## src/rtl/clk_monitor_pkg.sv

```systemverilog
// rtl/clk_monitor_pkg.sv - shared constants, state encoding and range helper for clock_monitor_10hz
//
// Contents:
//   CNT_W / FAULT_W       : period counter and fault counter widths
//   *_DEF                 : default NOMINAL, TOL, TIMEOUT and LOCK_COUNT values
//   ST_*                  : monitor state encoding
//   in_range()            : inclusive window test on a measured period
package clk_monitor_pkg;

  localparam int CNT_W          = 18;
  localparam int FAULT_W        = 8;

  localparam int NOMINAL_DEF    = 100000;
  localparam int TOL_DEF        = 500;
  localparam int TIMEOUT_DEF    = 150000;
  localparam int LOCK_COUNT_DEF = 3;

  localparam logic [1:0] ST_IDLE    = 2'd0;
  localparam logic [1:0] ST_ACQUIRE = 2'd1;
  localparam logic [1:0] ST_LOCKED  = 2'd2;
  localparam logic [1:0] ST_LOST    = 2'd3;

  typedef logic [CNT_W-1:0] cnt_t;

  function automatic logic in_range(input cnt_t period, input cnt_t lo, input cnt_t hi);
    return (period >= lo) && (period <= hi);
  endfunction

endpackage

```

## src/rtl/sync_edge_detect.sv

```systemverilog
// rtl/sync_edge_detect.sv - two-flop synchronizer with history flop and rising-edge pulse
//
// Ports:
//   clk_i   : sampling clock
//   rst_i   : asynchronous active-high reset
//   d_i     : asynchronous input
//   level_o : synchronized level (second synchronizer stage)
//   rise_o  : one-cycle pulse when the synchronized level goes 0 -> 1
module sync_edge_detect (
  input  logic clk_i,
  input  logic rst_i,
  input  logic d_i,
  output logic level_o,
  output logic rise_o
);

  logic sync1_q;
  logic sync2_q;
  logic hist_q;

  // All three flops come out of reset high so an input that is already
  // high when reset is released never looks like a fresh rise.
  always_ff @(posedge clk_i or posedge rst_i) begin
    if (rst_i) begin
      sync1_q <= 1'b1;
      sync2_q <= 1'b1;
      hist_q  <= 1'b1;
    end else begin
      sync1_q <= d_i;
      sync2_q <= sync1_q;
      hist_q  <= sync2_q;
    end
  end

  assign level_o = sync2_q;
  assign rise_o  = sync2_q & ~hist_q;

endmodule

```

## src/rtl/clock_monitor_10hz.sv

```systemverilog
// rtl/clock_monitor_10hz.sv - period measurement, lock tracking and loss detection of a 10 Hz input
//
// Ports:
//   CLK_1MHZ_IN  : sole clock, rising edge
//   RESET        : asynchronous active-high reset
//   CLK_10HZ_IN  : monitored signal, asynchronous to CLK_1MHZ_IN
//   PERIOD_OUT   : last measured period in CLK_1MHZ_IN cycles
//   PERIOD_VALID : one-cycle pulse when PERIOD_OUT updates
//   LOCKED       : high in the LOCKED state
//   CLK_FAULT    : high in the LOST state
//   FAULT_COUNT  : saturating count of fault events
module clock_monitor_10hz
  import clk_monitor_pkg::*;
#(
  parameter int NOMINAL    = NOMINAL_DEF,
  parameter int TOL        = TOL_DEF,
  parameter int LOCK_COUNT = LOCK_COUNT_DEF,
  parameter int TIMEOUT    = TIMEOUT_DEF
) (
  input  logic               CLK_1MHZ_IN,
  input  logic               RESET,
  input  logic               CLK_10HZ_IN,
  output logic [CNT_W-1:0]   PERIOD_OUT,
  output logic               PERIOD_VALID,
  output logic               LOCKED,
  output logic               CLK_FAULT,
  output logic [FAULT_W-1:0] FAULT_COUNT
);

  localparam int GOOD_W = (LOCK_COUNT < 2) ? 1 : $clog2(LOCK_COUNT + 1);

  localparam cnt_t              PERIOD_LO = cnt_t'(NOMINAL - TOL);
  localparam cnt_t              PERIOD_HI = cnt_t'(NOMINAL + TOL);
  localparam cnt_t              TIMEOUT_C = cnt_t'(TIMEOUT);
  localparam logic [GOOD_W-1:0] GOOD_LAST = GOOD_W'(LOCK_COUNT - 1);

  logic                sync_level;
  logic                rise;
  logic                edge_det;
  logic                timeout;
  logic                period_ok;
  logic                fault_inc;
  cnt_t                period;

  cnt_t                cnt_q,    cnt_d;
  cnt_t                period_q, period_d;
  logic [1:0]          state_q,  state_d;
  logic [GOOD_W-1:0]   good_q,   good_d;
  logic                valid_q,  valid_d;
  logic [FAULT_W-1:0]  fault_q,  fault_d;

  sync_edge_detect u_sync (
    .clk_i   (CLK_1MHZ_IN),
    .rst_i   (RESET),
    .d_i     (CLK_10HZ_IN),
    .level_o (sync_level),
    .rise_o  (rise)
  );

  // rise already implies a high level; qualifying keeps the intent explicit.
  assign edge_det  = rise & sync_level;

  // The counter is cleared in the edge cycle, so counter+1 is the number of
  // clocks since the previous edge cycle.
  assign period    = cnt_q + cnt_t'(1);
  assign timeout   = (period == TIMEOUT_C) && !edge_det;
  assign period_ok = in_range(period, PERIOD_LO, PERIOD_HI);

  always_comb begin
    cnt_d = cnt_q;
    if (edge_det) begin
      cnt_d = '0;
    end else if (cnt_q < TIMEOUT_C) begin
      cnt_d = cnt_q + cnt_t'(1);
    end
  end

  // An edge always takes priority over a coincident timeout.
  always_comb begin
    state_d   = state_q;
    good_d    = good_q;
    period_d  = period_q;
    valid_d   = 1'b0;
    fault_inc = 1'b0;
    if (edge_det) begin
      case (state_q)
        ST_IDLE, ST_LOST: begin
          // No trustworthy previous edge: this edge only starts a measurement.
          state_d = ST_ACQUIRE;
          good_d  = '0;
        end
        ST_ACQUIRE: begin
          period_d = period;
          valid_d  = 1'b1;
          if (period_ok) begin
            good_d = good_q + GOOD_W'(1);
            if (good_q >= GOOD_LAST) begin
              state_d = ST_LOCKED;
            end
          end else begin
            good_d    = '0;
            fault_inc = 1'b1;
          end
        end
        ST_LOCKED: begin
          period_d = period;
          valid_d  = 1'b1;
          if (!period_ok) begin
            state_d   = ST_LOST;
            fault_inc = 1'b1;
          end
        end
        default: begin
          state_d = ST_IDLE;
        end
      endcase
    end else if (timeout && (state_q != ST_LOST)) begin
      state_d   = ST_LOST;
      fault_inc = 1'b1;
    end
  end

  always_comb begin
    fault_d = fault_q;
    if (fault_inc && (fault_q != {FAULT_W{1'b1}})) begin
      fault_d = fault_q + FAULT_W'(1);
    end
  end

  always_ff @(posedge CLK_1MHZ_IN or posedge RESET) begin
    if (RESET) begin
      state_q  <= ST_IDLE;
      cnt_q    <= '0;
      good_q   <= '0;
      period_q <= '0;
      valid_q  <= 1'b0;
      fault_q  <= '0;
    end else begin
      state_q  <= state_d;
      cnt_q    <= cnt_d;
      good_q   <= good_d;
      period_q <= period_d;
      valid_q  <= valid_d;
      fault_q  <= fault_d;
    end
  end

  assign PERIOD_OUT   = period_q;
  assign PERIOD_VALID = valid_q;
  assign LOCKED       = (state_q == ST_LOCKED);
  assign CLK_FAULT    = (state_q == ST_LOST);
  assign FAULT_COUNT  = fault_q;

endmodule

```

## config.mk

```make
export PLATFORM = sky130hd
export DESIGN_NAME = clock_monitor_10hz
export DESIGN_NICKNAME = d
export VERILOG_FILES = /design/src/rtl/clk_monitor_pkg.sv /design/src/rtl/sync_edge_detect.sv /design/src/rtl/clock_monitor_10hz.sv
export SDC_FILE = /design/constraint.sdc
export NUM_CORES = 1
export LEC_CHECK = 0
export CORE_UTILIZATION = 40
export DETAILED_ROUTE_END_ITERATION = 8
export GPL_TIMING_DRIVEN = 0
export SYNTH_ARGS = -nofsm -noshare
export SYNTH_HDL_FRONTEND = slang
export SYNTH_SLANG_ARGS = --single-unit
```

## constraint.sdc

```tcl
create_clock -name CLK_1MHZ_IN -period 3.15 [get_ports CLK_1MHZ_IN]
set_input_delay 0.63 -clock CLK_1MHZ_IN [delete_from_list [all_inputs] [get_ports CLK_1MHZ_IN]]
set_output_delay 0.63 -clock CLK_1MHZ_IN [all_outputs]
set_load 0.02 [all_outputs]
```

* After elaboration in Yosys (flattened, before gate mapping)
Index checks and enable logic that the tools add are counted.
** Storage, ports and cells
- Bits in registers :: 52
- Logic and storage cells :: 58
- Bits in latches :: 0
- Memories kept :: 0
- Output and inout bits :: 29
- Memory bits (read-only) :: 0
- Input bits :: 3
- RAM bits :: 0
** Operators by class
- Mux-type cells :: 16
- $mul :: 0
- Div/mod/pow operators :: 0
- $add $sub $neg :: 3
- Bitwise operators :: 3
- Equal/unequal tests :: 9
- Shift operators :: 0
- Order comparisons :: 4
- Reductions and logical operators :: 14
** Operators with widths (number)
- 18-bit two-way mux :: 2
- 18-bit by 1-bit adder with 18-bit output (second input constant) :: 1
- 18-bit equality test (second input constant) :: 1
- 18-bit by 17-bit >= comparator with 1-bit output (second input constant) :: 1
- 18-bit by 17-bit <= comparator with 1-bit output (second input constant) :: 1
- 18-bit < comparator (second input constant) :: 1
- 2-bit two-way mux :: 6
- 3-bit != test (second input constant) :: 3
- 8-bit by 1-bit adder with 8-bit output (second input constant) :: 1
- 8-bit != test (second input constant) :: 1
- 1-bit two-way mux :: 6
- 2-bit one-hot mux with 3 select lines :: 1
- 2-bit nonzero test :: 3
- 2-bit equality test (second input constant) :: 2
- 1-bit logical AND :: 4
- 2-bit one-hot mux with 2 select lines :: 1
- 2-bit AND reduction :: 2
- 4-bit AND reduction :: 1
- 2-bit OR reduction :: 2
- 2-bit by 1-bit adder with 2-bit output (second input constant) :: 1
- 1-bit AND :: 2
- 2-bit by 1-bit equality test with 1-bit output (second input constant) :: 1
- 2-bit >= comparator (second input constant) :: 1
- 2-bit zero test :: 1
- 3 further kinds :: 3

* Logic depth before layout (Yosys ltp)
- Depth after elaboration :: 9
- Mapped depth :: 11
- Mapped depth without buffers :: 9

* By module
Synthesis repeated with hierarchy kept, for this count alone.
** Unflattened totals
- Cell total of the unflattened synthesis :: 306
- Area, all modules :: 2875.3 um^2
** By module, submodules not included
- clock_monitor_10hz :: times used 1, area an instance 2778.9 um^2, cells each 301, sequential area each 1226.2 um^2
- sync_edge_detect :: times used 1, area an instance 96.3 um^2, cells each 5, sequential area each 78.8 um^2

* Worst setup path after synthesis
No wires, ideal clock.
- Kind :: register -> register
- From :: reg cnt_q[1]
- To :: reg fault_q[1] (netlist: FAULT_COUNT[1])
- Period minus slack after synthesis :: 2.666 ns
- Data arrival time :: 2.541 ns
- Cell stages (with the launch flop) :: 12
- Setup slack :: 0.484 ns
- Path buffers :: 2
- Setup time :: 0.125 ns
- Required time :: 3.025 ns
- Cell sequence :: dfrtp_1 > ha_1 > clkbuf_1 > nand2b_1 > o41ai_1 > a21oi_1 > a2111o_1 > o32ai_4 > and2_4 > buf_8 > nor2_4 > mux2_4
** Between the ends
- Cells in the longest elaborated chain, start to end :: 7
- Elaborated cells on any way between the ends :: 12
- Classes of those cells :: add/sub: 1; order compare: 2; eq/ne: 1; mux: 4; reduce/logical: 4
** RTL lines
- start, declared :: line clock_monitor_10hz.sv:45 : cnt_t cnt_q, cnt_d;
- start signal, assigned :: line clock_monitor_10hz.sv:140 : cnt_q <= cnt_d;
- 18-bit by 1-bit adder with 18-bit output (*) :: line clock_monitor_10hz.sv:65 : assign period = cnt_q + cnt_t'(1);
- 18-bit by 17-bit >= comparator with 1-bit output (tied with other cells) :: line clk_monitor_pkg.sv:26 : return (period >= lo) && (period <= hi);
- 1-bit logical AND, on equally long branches :: line clk_monitor_pkg.sv:26, clock_monitor_10hz.sv:66
- 1-bit two-way mux / 1-bit logical AND (equally long branches) :: line clock_monitor_10hz.sv:95, clock_monitor_10hz.sv:108, clock_monitor_10hz.sv:117
- 1-bit two-way mux, on equally long branches
- 1-bit two-way mux (*) :: line clock_monitor_10hz.sv:85 : if (edge_det) begin
- 1-bit logical AND (*) :: line clock_monitor_10hz.sv:125 : if (fault_inc && (fault_q != {FAULT_W{1'b1}})) begin
- end signal, assigned :: line clock_monitor_10hz.sv:144 : fault_q <= fault_d;
- end, declared :: line clock_monitor_10hz.sv:50 : logic [FAULT_W-1:0] fault_q, fault_d;
Every way passes the cells marked *; elsewhere a longest branch is shown, timed or not.
A chain may end at the register's enable or synchronous reset.

* Worst setup path after layout
Same ends and word-level chain as after synthesis.

==> qor.csv <==
stage,metric,value,unit
synthesis,yosys_register_bits,52,
floorplan,fp.dieArea,8040,µm²
synthesis,syn-num-nets,341,
route,antenna_left,0,
clock_network,cts_max_path_buffers,2,
clock_network,insertion_delay,0.32,ns
synthesis,yosysTopAreaCellShare,39.9,%
setup_path,critical_path_class,flip-flop to flip-flop,
clock_network,clock-sinks,52,
synthesis,synthArstFlopShare,100,%
clock_network,cts_made_buffers,5,
synthesis,syn_area,3080,µm²
outcome,status,completed,
synthesis,muxShareOfSynthArea,1.91,%
route,drt_iter0_drc,222,
sta,hold_viol_final,0,
sta,worst_slew_pin_slew,0.948,ns
placed_design,placed_area,3530,µm²
clock_network,cts_tree,yes,
clock_network,post_cts_buffers,0,
job,drv_cap,0,
route,vias_per_cell,5.39,
synthesis,ys_types,55,
setup_path,slowest_delay,0.46,ns
global_routing,gr-total-overflow,0,
route,drc,0,
setup_path,cp_max_fo,9,
global_routing,grt_pass1_vias,2387,
route,routedWlPerCell,15.9,µm
setup_path,crit_family,compound AO/OA/AOI/OAI gates,
setup_path,cp.arrival,3.16,ns
setup_path,cp_num_cells,11,
clock_network,clockRootBuffer,clkbuf_8,
floorplan,die_w,89.7,µm
floorplan,io_pins,32,
power,ir_drop,0.193,mV
route,firstDrtPassIters,4,
clock_network,clkTransAtPathRegs,0.10,ns
synthesis,synth_compound_area_share,18.3,%
setup_path,cp-end-kind,flip-flop,
synthesis,netlist_instances,332,
clock_network,cts-htree-levels,2,
power,p_leak,1.47,nW
setup_path,crit_chain,"ha_1, and4_1, buf_2, nand3_1, xnor2_1, a2111o_1, o32ai_4, and2_4, buf_8, nor2_4, mux2_4",
sta,clock_skew,0.00616,ns
cells_and_area,syn2layout_area_growth,17.8,%
setup_path,r2r_cells,11,
cells_and_area,final_cell_mix,"48 x dfrtp_1, 39 x nor2_1, 31 x clkdlybuf4s50_1",
global_routing,grt_usage,20.6,%
placed_design,place.gp.congestion,0.872,
global_routing,grt_antenna_before_repair,0,
sta,post-route-period-util,93.5,%
synthesis,syn_area_per_cell,9.26,µm²
setup_path,critical_path_buf_inv_count,2,
setup_path,crit_path_start_kind,flip-flop,
cells_and_area,fin_util,49.4,%
sta,fin_crit,2.95,ns
cells_and_area,fin_area,3620,µm²
sta,rsz0062_at_grt,no,
synthesis,ys_warn_count,0,
floorplan,initial_core_util,42.0,%
sta,drv_slew,0,
synthesis,yosys-top-cells-area,"dfrtp_1 40%, nor2_1 4.8%, xor2_1 4.3%",
global_routing,grt_pass1_wl,12300,µm
floorplan,fp.coreArea,7330,µm²
route,vias,2540,
floorplan,num_rows,31,
global_routing,grt_max_degree,32,
placed_design,place.port_buffers,31,
synthesis,seq_area_frac_synth,42.4,%
sta,finalSetupViolCount,0,
synthesis,synth_area_leader_cell,dfrtp_1,
min_path,hold_class,flip-flop to flip-flop,
min_path,worstHoldPathCells,0,
setup_path,critical_path_required,3.36,ns
cells_and_area,drive_gt1_share,11.3,%
cells_and_area,layout_commonest_cell,dfrtp_1,
cells_and_area,fillers,704,
placed_design,dp_hpwl,5490,µm
clock_network,hold_buffers,0,
synthesis,synth_xor_area_share,6.83,%
sta,max-slew-margin-rel,36.6,%
power,p_per_area,640,nW/µm²
cells_and_area,n_antenna_cell,0,
setup_path,worst_path_max_delay_cell,dfrtp_2,
sta,fmax,0.339,GHz
route,drt-total-wl,7510,µm
synthesis,synth_adder_area_share,2.44,%
cells_and_area,layout.nets,380,
floorplan,die_y,89.7,µm
synthesis,synth_top_family_by_area,simple AND/OR/NAND/NOR gates,
synthesis,synth-edff-count,0,
synthesis,synth-simple-area-share,23.1,%
synthesis,synthFlopType,dfrtp_1,
-- synthesized netlist by cell type, drive strengths merged, types with 2 or more instances --
library cell   n
and2           2
o211ai         5
nor3b          4
a21oi         19
xor2          15
a31oi          6
nor4           7
inv            6
a211oi         3
a21boi         2
dfstp          3
o31ai          8
nor2          40
o21ai         27
or2            3
nand3         17
dfrtp         49
mux2           4
ha             6
o311a          2
nand2b         6
clkbuf        20
and3           5
nand4          5
nor3           5
o41ai          5
xnor2          9
and4           4
buf            9
nand2         22
-- final timing paths --
check / start / end / slack (ns)
worst max-delay path: cnt_q[1]$_DFFE_PP0P_ / FAULT_COUNT[1]$_DFFE_PP0P_ / 0.20
worst min-delay path: u_sync.sync1_q$_DFF_PP1_ / u_sync.level_o$_DFF_PP1_ / 0.36
worst max register to register: cnt_q[1]$_DFFE_PP0P_ / FAULT_COUNT[1]$_DFFE_PP0P_ / 0.20
worst min register to register: u_sync.sync1_q$_DFF_PP1_ / u_sync.level_o$_DFF_PP1_ / 0.36
max in group asynchronous: RESET / u_sync.hist_q$_DFF_PP1_ / 1.91
min in group asynchronous: RESET / PERIOD_OUT[10]$_DFFE_PP0P_ / 0.64
-- through the flow --
step	cells	setup TNS, ns	hold slack (ns)	total power, mW	setup slack, ns
2_1_floorplan	332	0	0.345	1.51	0.484
3_3_place_gp	462	0	0.346	1.91	0.0218
3_5_place_dp	463	-0.00316	0.347	1.93	-0.00316
4_1_cts	471	0	0.363	2.34	0.145
5_1_grt	471	0	0.371	2.49	0.0114
6_report	471	0	0.361	2.32	0.204
-- power breakdown --
part / switching, mW / internal, mW
sequential: 0.126 / 0.842
combinational: 0.508 / 0.437
clock: 0.246 / 0.158
total: 0.880 / 1.44
-- cell type report --
cell class,count,area [µm²],area share (%)
Inverter,6,22.5,0.622
Buffer,29,131,3.63
Sequential cell,52,1310,36.0
Clock buffer,5,68.8,1.90
Tap cell,99,124,3.42
Multi-Input combinational cell,245,1620,44.7
Clock inverter,3,21.3,0.587
Timing Repair Buffer,32,330,9.12
-- what timing repair did --
item / in CTS / in global routing
endpoints found under the setup margin: 1 / 4
endpoints found under the hold margin: 0 / 0
gates resized for setup: 1 / 2
-- cell families after synthesis --
group / Yosys count
and+or+nand+nor: 125
AOI/OAI and AO/OA: 85
DFF: 52
buffers and inverters: 35
xor gates and xnor gates: 24
adders and majority gates: 6
muxes: 5
-- metal layers --
layer / part of all wire [%] / vias to the layer above / global-route usage (%)
met1: 50 / 1212 / 29.3
met3: 4.1 / 9 / 3.29
li1: - / 1263 / -
met4: 1.6 / 0 / 6.20
met5: 0 / - / 0
met2: 45 / 56 / 32.0
-- sequential cells by signal, summed over array words and instances (netlist names) --
| signal | count |
|---|---|
| state_q | 2 |
| PERIOD_VALID | 1 |
| cnt_q | 18 |
| good_q | 2 |
| u_sync.level_o | 1 |
| u_sync.hist_q | 1 |
| FAULT_COUNT | 8 |
| PERIOD_OUT | 18 |
| u_sync.sync1_q | 1 |
No activity file was read; power rests on OpenSTA's default activity.
